### src/rtl/paddsb_accum_if.sv
// Handshake bundle for paddsb_accum: start/count launch, beat input stream, result output.
// The master drives stimulus and consumes results; the slave is the accumulator.
interface paddsb_accum_if;
  logic        start;
  logic [3:0]  count;
  logic        in_valid;
  logic [15:0] in_data;
  logic        in_ready;
  logic        out_valid;
  logic        out_ready;
  logic [15:0] out_sum;
  logic        out_error;
  logic        busy;

  modport master (
    output start, count, in_valid, in_data, out_ready,
    input  in_ready, out_valid, out_sum, out_error, busy
  );

  modport slave (
    input  start, count, in_valid, in_data, out_ready,
    output in_ready, out_valid, out_sum, out_error, busy
  );
endinterface

### src/rtl/paddsb_accum.sv
// Sequenced 4x4-bit lane accumulator for the PADDSB reduction path.
// Define PADDSB_ACC_SAT_EN for per-lane signed saturation; otherwise lanes wrap.
//
// state  | meaning
// IDLE   | waiting for start; result of last run no longer offered
// ACC    | accepting beats until the programmed count is consumed
// DONE   | result presented, held until the consumer takes it
module paddsb_accum (
  input  logic           i_clk,
  input  logic           i_rst,
  paddsb_accum_if.slave  bus
);

  typedef enum logic [1:0] {
    S_IDLE = 2'd0,
    S_ACC  = 2'd1,
    S_DONE = 2'd2
  } state_t;

  state_t      r_state;
  state_t      w_state_nxt;
  logic [15:0] r_acc;
  logic [15:0] w_acc_nxt;
  logic        r_err;
  logic        w_err_nxt;
  logic [3:0]  r_remaining;
  logic [3:0]  w_remaining_nxt;

  logic [15:0] w_lane_sum;
  logic [3:0]  w_lane_ovf;
  logic        w_beat;

  // Lanes are independent 4-bit adders; no carry crosses a lane boundary.
  for (genvar k = 0; k < 4; k++) begin : g_lane
    logic [3:0] w_a;
    logic [3:0] w_b;
    logic [3:0] w_mod;

    assign w_a           = r_acc[4*k +: 4];
    assign w_b           = bus.in_data[4*k +: 4];
    assign w_mod         = w_a + w_b;
    assign w_lane_ovf[k] = (w_a[3] == w_b[3]) && (w_mod[3] != w_a[3]);

`ifdef PADDSB_ACC_SAT_EN
    assign w_lane_sum[4*k +: 4] = w_lane_ovf[k] ? (w_a[3] ? 4'h8 : 4'h7) : w_mod;
`else
    assign w_lane_sum[4*k +: 4] = w_mod;
`endif
  end

  assign w_beat = (r_state == S_ACC) && bus.in_valid;

  always_comb begin
    w_state_nxt     = r_state;
    w_acc_nxt       = r_acc;
    w_err_nxt       = r_err;
    w_remaining_nxt = r_remaining;
    case (r_state)
      S_IDLE: begin
        if (bus.start) begin
          w_acc_nxt       = 16'h0000;
          w_err_nxt       = 1'b0;
          w_remaining_nxt = bus.count;
          w_state_nxt     = (bus.count != 4'd0) ? S_ACC : S_DONE;
        end
      end
      S_ACC: begin
        if (w_beat) begin
          w_acc_nxt       = w_lane_sum;
          w_err_nxt       = r_err | (|w_lane_ovf);
          w_remaining_nxt = r_remaining - 4'd1;
          if (r_remaining == 4'd1) begin
            w_state_nxt = S_DONE;
          end
        end
      end
      S_DONE: begin
        // start is deliberately ignored here, even in the accept cycle.
        if (bus.out_ready) begin
          w_state_nxt = S_IDLE;
        end
      end
      default: begin
        w_state_nxt = S_IDLE;
      end
    endcase
  end

  always_ff @(posedge i_clk) begin
    if (i_rst) begin
      r_state     <= S_IDLE;
      r_acc       <= 16'h0000;
      r_err       <= 1'b0;
      r_remaining <= 4'd0;
    end else begin
      r_state     <= w_state_nxt;
      r_acc       <= w_acc_nxt;
      r_err       <= w_err_nxt;
      r_remaining <= w_remaining_nxt;
    end
  end

  assign bus.in_ready  = (r_state == S_ACC);
  assign bus.out_valid = (r_state == S_DONE);
  assign bus.busy      = (r_state != S_IDLE);
  assign bus.out_sum   = r_acc;
  assign bus.out_error = r_err;

endmodule

### src/flat_wrapper.sv
// flat-port wrapper written by rule: the top's interface ports become plain ports
module paddsb_accum_flat 
  (i_clk, i_rst, bus_start, bus_count, bus_in_valid, bus_in_data, bus_out_ready, bus_in_ready, bus_out_valid, bus_out_sum, bus_out_error, bus_busy);
  paddsb_accum_if bus_i ();
  input  logic i_clk;
  input  logic i_rst;
  input wire logic [$bits(bus_i.start)-1:0] bus_start;
  input wire logic [$bits(bus_i.count)-1:0] bus_count;
  input wire logic [$bits(bus_i.in_valid)-1:0] bus_in_valid;
  input wire logic [$bits(bus_i.in_data)-1:0] bus_in_data;
  input wire logic [$bits(bus_i.out_ready)-1:0] bus_out_ready;
  output wire logic [$bits(bus_i.in_ready)-1:0] bus_in_ready;
  output wire logic [$bits(bus_i.out_valid)-1:0] bus_out_valid;
  output wire logic [$bits(bus_i.out_sum)-1:0] bus_out_sum;
  output wire logic [$bits(bus_i.out_error)-1:0] bus_out_error;
  output wire logic [$bits(bus_i.busy)-1:0] bus_busy;
  assign bus_i.start = bus_start;
  assign bus_i.count = bus_count;
  assign bus_i.in_valid = bus_in_valid;
  assign bus_i.in_data = bus_in_data;
  assign bus_i.out_ready = bus_out_ready;
  assign bus_in_ready = bus_i.in_ready;
  assign bus_out_valid = bus_i.out_valid;
  assign bus_out_sum = bus_i.out_sum;
  assign bus_out_error = bus_i.out_error;
  assign bus_busy = bus_i.busy;
  paddsb_accum u_core (.i_clk(i_clk), .i_rst(i_rst), .bus(bus_i));
endmodule
### config.mk
export PLATFORM = sky130hd
export DESIGN_NAME = paddsb_accum_flat
export DESIGN_NICKNAME = d
export VERILOG_FILES = /design/src/rtl/paddsb_accum_if.sv /design/src/rtl/paddsb_accum.sv /design/src/flat_wrapper.sv
export SDC_FILE = /design/constraint.sdc
export NUM_CORES = 1
export LEC_CHECK = 0
export BUFFER_PORTS_ARGS = -buffer_cell sky130_fd_sc_hd__buf_2
export CAP_MARGIN = 15
export CORE_AREA = 4 4 61 63
export CTS_CLUSTER_SIZE = 10
export DETAILED_ROUTE_END_ITERATION = 8
export DIE_AREA = 0 0 65 67
export GPL_TIMING_DRIVEN = 0
export PLACE_DENSITY = 0.89
export SLEW_MARGIN = 20
export SYNTH_ARGS = -nofsm -noshare
export SYNTH_HDL_FRONTEND = slang
export SYNTH_SLANG_ARGS = --single-unit
export TNS_END_PERCENT = 100
### constraint.sdc
create_clock -name i_clk -period 2.4 [get_ports i_clk]
set_input_delay 0.24 -clock i_clk [delete_from_list [all_inputs] [get_ports i_clk]]
set_output_delay 0.24 -clock i_clk [all_outputs]
set_load 0.005 [all_outputs]
==> metrics.yaml <==
grt_usage_pct: 18.7
dr.pass1.iters: 4
synth_warnings: 0
grt_pass1_wl_um: 6400
stdcell_count: 283
required_ns: 2.65
ys.flop_type: "dfxtp_1"
synth-edff-count: 0
netlist_instances: 189
total_power_mw: 0.908
drtIter0Drc: 113
start_kind: "flip-flop"
max-slew-margin-rel_pct: 64.9
powerDensity_mw_per_mm2: 481
die_w_um: 65
max-clock-path-buffers: 2
cp_cell_sequence: "ha_1 > a21oi_2 > a21boi_0 > or4_1 > a31oi_1"
max_freq_ghz: 0.592
cp.arrival_ns: 1.94
ant_nets: 0
ctsResizeCount: 0
worst_clock_skew_ns: 0.00652
async_flop_share_pct: 0
syn_avg_cell_area_um2: 8.39
maxCapViolCount: 0
hold_path_class: "input pin to flip-flop"
rrSetupSlack_ns: 0.71
path_class: "flip-flop to flip-flop"
die_height_um: 67
synth_seq_cells: 23
wl_per_cell_um: 13.3
path_clk_slew_ns: 0.12
p_leak_nw: 0.869
cts.sinks: 23
io_buffers: 44
multi_input_area_mm2: 0.00101
syn_nets: 232
startpoint: "u_core.bus.out_sum[10]$_SDFFE_PP0P_"
dp_hpwl_um: 2980
hold_viol: 0
r2r-start: "u_core.bus.out_sum[10]$_SDFFE_PP0P_"
tightest_slew_ns: 0.527
setup_tns_ns: 0
period_needed_ns: 1.69
rows: 21
nNetsFinal: 281
rsz0062_at_grt: "false"
grt_pass1_vias: 1499
viasPerCell: 5.42
worstHoldStart: "i_rst"
cts_tree: "yes"
syn-cell-area_mm2: 0.00159
ff_latch_area_um2: 460
yosysMostFrequentCell: "dfxtp_1"
dp.cells: 279
final-max-slew-violation-count: 0
fill_cells: 307
insertedDiodeCount: 0
cp-endpoint: "u_core.bus.out_sum[11]$_SDFFE_PP0P_"
start_util_pct: 49.1
synthTopCellsByArea: "dfxtp_1 29%, ha_1 11%, a21oi_1 6.0%"
cp_slowest_stage_delay_ns: 0.47
grt_max_degree: 13
cp_max_fo: 4
cp-end-kind: "flip-flop"
crit_cells: 5
cts-root-buf: "clkbuf_4"
crit_family: "simple AND/OR/NAND/NOR gates"
drt_wl_total_um: 3780
ir_worst_vdd_mv: 0.252
vias: 1533
area_growth_pct: 19.2
postCtsSetupBuffers: 0
setup_viol: 0
insertion_delay_ns: 0.32
crit_slowest_cell: "or4_1"
yosysSeqAreaShare_pct: 29.0
synth.cells.most_frequent: "23 x dfxtp_1, 21 x nor2_1, 19 x a21oi_1"
outcome: "finished clean"
htree_num_levels: 1
post-synth-top-area-fraction_pct: 29.0
yosysTopAreaCell: "dfxtp_1"
die_area_mm2: 0.00436
r2r_end: "u_core.bus.out_sum[11]$_SDFFE_PP0P_"
cp_num_buf_inv: 0
core_mm2: 0.00323
routabilityCongestion: 0.846
drc: 0
synth.distinct_cells: 47
ioPinCount: 45
grt-ovfl-total: 0
whs_path_depth: 2
utilization_pct: 58.5
antenna_found_initial: 0
ctsHoldBuffers: 0
cts_buffers: 3
drive_above_1_share_pct: 25.7
post-route-period-util_pct: 70.4
r2r_cells: 5
## stage by stage
step,hold WS [ns],cell area (um2),worst slack (ns)
after CTS,0.181,1890,0.718
final,0.189,1890,0.711
after detailed placement,0.461,1860,0.712
after global placement,0.458,1860,0.743
after floorplan,0.316,1590,0.822
after global routing,0.186,1890,0.597
## how the worst min path moves through the flow
stage / to / slack, ns
finish: u_core.r_state[1]$_SDFFE_PP0P_ / 0.19
global route: u_core.r_state[1]$_SDFFE_PP0P_ / 0.19
CTS: u_core.r_state[1]$_SDFFE_PP0P_ / 0.18
detailed placement: u_core.bus.out_sum[10]$_SDFFE_PP0P_ / 0.46
global placement: u_core.r_remaining[1]$_SDFFE_PP0P_ / 0.46
floorplan: u_core.r_state[1]$_SDFFE_PP0P_ / 0.32
## where the power goes
part	total (mW)	switching [mW]	internal, mW
clock network	0.185	0.120	0.0650
registers	0.434	0.0257	0.408
logic	0.289	0.155	0.134
total	0.908	0.302	0.607
## sequential cells by signal, summed over array words and instances, names as in the netlist
name and count:
u_core.r_remaining 4, u_core.bus.out_error 1, u_core.r_state 2, u_core.bus.out_sum 16
## per-layer routing
metal / GRT usage [%] / part of all wire (%) / vias up
met3: 3.04 / 5.6 / 10
met2: 32.6 / 49 / 47
met4: 10.3 / 3.0 / 0
met5: 0 / 0 / -
li1: - / - / 772
met1: 21.7 / 42 / 704
## cells by family after synthesis
| logic type | after synthesis | synth area share [%] |
|---|---|---|
| compound gates | 52 | 20.9 |
| xor+xnor | 4 | 2.21 |
| fa+ha+maj | 18 | 16.1 |
| buf+inv | 24 | 7.49 |
| flops | 23 | 29.0 |
| mux | 2 | 1.34 |
| simple gates | 66 | 23.0 |
## layout by cell type (no fill, tap or decap), types with 4 or more instances in the layout
| master | netlist | layout |
|---|---|---|
| fa_1 | 4 | 4 |
| dfxtp_1 | 23 | 23 |
| ha_1 | 14 | 14 |
| a31oi_1 | 5 | 5 |
| nand2b_1 | 4 | 4 |
| inv_1 | 16 | 16 |
| a211oi_1 | 4 | 4 |
| nand3_1 | 8 | 8 |
| a21oi_1 | 19 | 19 |
| a22oi_1 | 4 | 4 |
| nor2_1 | 21 | 21 |
| buf_2 | 2 | 46 |
| nand2_1 | 9 | 9 |
| o21ai_0 | 8 | 8 |
## layout make-up
cell class / count / area share, %
inverter: 17 / 3.38
buffer: 7 / 2.91
timing repair buffer: 44 / 11.6
sequential: 23 / 24.4
clock buffer: 4 / 1.39
multi-input combinational: 142 / 53.3
tap: 46 / 3.04
No activity file was read; power rests on OpenSTA's default activity.
